File: src/rtl/seq_sat_cnt.sv
// seq_sat_cnt: up counter that sticks at all-ones;
// a clear on the same cycle as inc wins.
module seq_sat_cnt #(
    parameter int WIDTH = 8
) (
    input  logic             clk,
    input  logic             reset,
    input  logic             inc,
    input  logic             clr,
    output logic [WIDTH-1:0] cnt
);

    // count up, hold at max, clear has priority
    always_ff @(posedge clk or negedge reset) begin
        if (!reset)
            cnt <= '0;
        else if (clr)
            cnt <= '0;
        else if (inc && (cnt != {WIDTH{1'b1}}))
            cnt <= cnt + 1'b1;
    end

endmodule

File: config.mk
export PLATFORM = sky130hd
export DESIGN_NAME = seq_sat_cnt
export DESIGN_NICKNAME = d
export VERILOG_FILES = /design/src/rtl/seq_sat_cnt.sv
export SDC_FILE = /design/constraint.sdc
export NUM_CORES = 1
export LEC_CHECK = 0
export CAP_MARGIN = 20
export CELL_PAD_IN_SITES_DETAIL_PLACEMENT = 0
export CELL_PAD_IN_SITES_GLOBAL_PLACEMENT = 2
export CORE_AREA = 2 2 50 43
export CTS_CLUSTER_DIAMETER = 100
export CTS_CLUSTER_SIZE = 28
export DETAILED_ROUTE_END_ITERATION = 7
export DIE_AREA = 0 0 52 45
export HOLD_SLACK_MARGIN = 0.08
export PLACE_DENSITY = 0.76
export SETUP_SLACK_MARGIN = 0.15
export SKIP_CTS_REPAIR_TIMING = 1
export SLEW_MARGIN = 40
export SYNTH_ARGS = -nofsm -noshare
export SYNTH_HDL_FRONTEND = slang
export SYNTH_SLANG_ARGS = --single-unit
File: constraint.sdc
create_clock -name clk -period 2.02 [get_ports clk]
set_input_delay 0.404 -clock clk [delete_from_list [all_inputs] [get_ports clk]]
set_output_delay 0.404 -clock clk [all_outputs]
set_load 0.05 [all_outputs]
==> flow_metrics.env <==
export IMPL_endpoint_kind="flop"
export IMPL_dp_hpwl_um=816
export IMPL_relSlewSlack_pct=66.0
export IMPL_core_mm2=0.00180
export IMPL_grt_ovfl_total=0
export IMPL_critPathBufInv=0
export IMPL_tightest_slew_ns=0.510
export IMPL_syn_inst=49
export IMPL_cp_max_fo=6
export IMPL_fmax_ghz=0.610
export IMPL_io_pins=12
export IMPL_hold_viol=0
export IMPL_required_ns=2.16
export IMPL_drive_gt1_share_pct=15.9
export IMPL_leakagePower_nw=0.375
export IMPL_antennaDiodeCount=0
export IMPL_root_buffer="clkbuf_4"
export IMPL_synth_cell_types=28
export IMPL_drc=0
export IMPL_row_count=14
export IMPL_period_share_pct=81.2
export IMPL_max_stage_delay_ns=0.43
export IMPL_final_max_slew_viol_count=0
export IMPL_htreeDepth=1
export IMPL_rr_startpoint="cnt[0]$_DFFE_PN0P_"
export IMPL_cts_buffer_depth=2
export IMPL_gp_congestion=0.712
export IMPL_routed_via_density=4.93
export IMPL_critPathTopFamily="flip-flops"
export IMPL_wire_per_inst_um=12.3
export IMPL_syn_area_per_cell_um2=9.47
export IMPL_synth_seq_cells=8
export IMPL_area_growth_pct=39.6
export IMPL_firstDrtPassIters=2
export IMPL_rsz0062_at_grt="no"
export IMPL_met3_length_um=64
export IMPL_top_register="cnt"
export IMPL_cts_buffers_inserted=3
export IMPL_ff2ff_setup_slack_ns=0.38
export IMPL_grt_max_degree=12
export IMPL_antenna_found_initial=0
export IMPL_tns_ns=0
export IMPL_die_area_mm2=0.00234
export IMPL_crit_slowest_cell="dfrtp_1"
export IMPL_grt_pass1_wl_um=1730
export IMPL_peakVddDrop_mv=0.304
export IMPL_yosysWarnings=0
export IMPL_clkSlewWorstSetupHoldPaths_ns=0.05
export IMPL_setup_viol=0
export IMPL_hold_path_class="in2async"
export IMPL_ff2ff_path_depth=4
export IMPL_tritoncts="yes"
export IMPL_syn_area_um2=464
export IMPL_final_nets=70
export IMPL_grtUsageTotal_pct=10.9
export IMPL_drtIter0Drc=2
export IMPL_cap_violations=0
export IMPL_skew_ns=0.00210
export IMPL_met1_length_um=490
export IMPL_first_global_vias=383
export IMPL_die_x_um=52
export IMPL_critical_path_class="reg2reg"
export IMPL_status="complete, no violations"
export IMPL_clock_latency_ns=0.25
export IMPL_top_layer="met4"
export IMPL_clock_sinks=8
export IMPL_vias=429
export IMPL_endpoint="cnt[0]$_DFFE_PN0P_"
export IMPL_routed_wl_um=1070
export IMPL_cp_start_kind="flop"
export IMPL_ant_nets=0
export IMPL_die_h_um=45
export IMPL_critPathLaunch="cnt[0]$_DFFE_PN0P_"
export IMPL_crit_cells=4
export IMPL_fin_crit_ns=1.64
export IMPL_initial_core_util_pct=25.7
export IMPL_nFillCells=190
export IMPL_numPortBuffers=11
export IMPL_largest_register_ffs=8
export IMPL_largestRegisters="cnt: 8 flops"
export IMPL_powerDensity_mw_per_mm2=528
export IMPL_yosysSeqAreaShare_pct=43.1
export IMPL_synth_fp_nets=54
export IMPL_crit_path_cell_trace="ha_1 > and4_2 > a21boi_1 > mux2_2"
export IMPL_worstPathArrival_ns=1.78
export IMPL_r2r_end="cnt[0]$_DFFE_PN0P_"
export IMPL_finalPower_uw=342
export IMPL_wl_met2_um=502
[final cells by class]
class	instances	area [um2]	share of cell area, %
clock buffer	3	22.5	3.47
inverter	2	7.51	1.16
multi-input combinational	37	248	38.2
sequential	8	200	30.9
tap	24	30.0	4.63
timing repair buffer	13	140	21.6
[per-layer routing]
metal | global-route usage (%) | up-vias
met2 | 16.5 | 9
met1 | 12.9 | 209
met3 | 4.97 | 2
met4 | 6.32 | 0
met5 | 0 | -
li1 | - | 209
[power by group]
group	total, mW	internal [mW]	switching (mW)
Sequential	0.170	0.164	0.00576
Combinational	0.0504	0.0206	0.0299
Clock	0.122	0.0679	0.0537
Total	0.342	0.253	0.0893
[layout by cell type (no fill, tap or decap), drive strengths merged]
cell           instances
inv                    2
a41oi                  1
nand2                  2
ha                     1
mux2i                  1
nand4                  1
o21ai                  1
or3                    1
and3                   1
a21boi                 1
a211oi                 1
dlymetal6s2s           7
nor2b                  3
nor4                   1
nand3                  3
clkbuf                 3
and4                   2
clkdlybuf4s50          3
a2111oi                1
nor3                   4
mux2                   2
a31oi                  1
nor3b                  1
nor2                   2
nand2b                 3
buf                    3
dfrtp                  8
a21oi                  3
[cell families after synthesis]
kind of cell | after synthesis | synth area share [%]
flops | 8 | 43.1
mux | 3 | 7.01
fa+ha+maj | 1 | 2.69
compound gates | 9 | 12.7
buf+inv | 4 | 3.50
simple gates | 24 | 31.0
[synth_stat cells (all sizes together)]
cell type,instances,area [um2]
nand4,1,6.26
nor2,2,7.51
nand3,3,20.0
buf,1,5.00
nand2,2,7.51
nor3,4,20.0
inv,2,7.51
and4,2,18.8
ha,1,12.5
clkbuf,1,3.75
dfrtp,8,200
nor3b,1,7.51
and3,1,6.26
a211oi,1,7.51
mux2i,1,10.0
a21oi,3,15.0
nand2b,3,18.8
mux2,2,22.5
o21ai,1,5.00
a41oi,1,8.76
a21boi,1,7.51
or3,1,6.26
nor4,1,6.26
a31oi,1,6.26
nor2b,3,18.8
a2111oi,1,8.76
[worst min-delay path by stage]
stage                                    end  cells after the start
after detailed placement  cnt[7]$_DFFE_PN0P_                      2
after global placement    cnt[7]$_DFFE_PN0P_                      2
after global routing      cnt[5]$_DFFE_PN0P_                      1
after floorplan           cnt[0]$_DFFE_PN0P_                      0
after CTS                 cnt[5]$_DFFE_PN0P_                      1
final                     cnt[5]$_DFFE_PN0P_                      1
[per-stage QoR]
stage                     util [%]  hold WS (ns)  instances  setup slack [ns]  instance area (um2)
after CTS                     35.0         0.440         87            0.0771                  631
after global placement        33.7         0.574         84             0.291                  608
after detailed placement      33.7         0.588         84             0.259                  608
after floorplan                  -         0.108         49             0.161                  464
after global routing          35.9         0.452         87             0.297                  648
final                         35.9         0.436         87             0.380                  648
No activity file was read; power rests on OpenSTA's default activity.
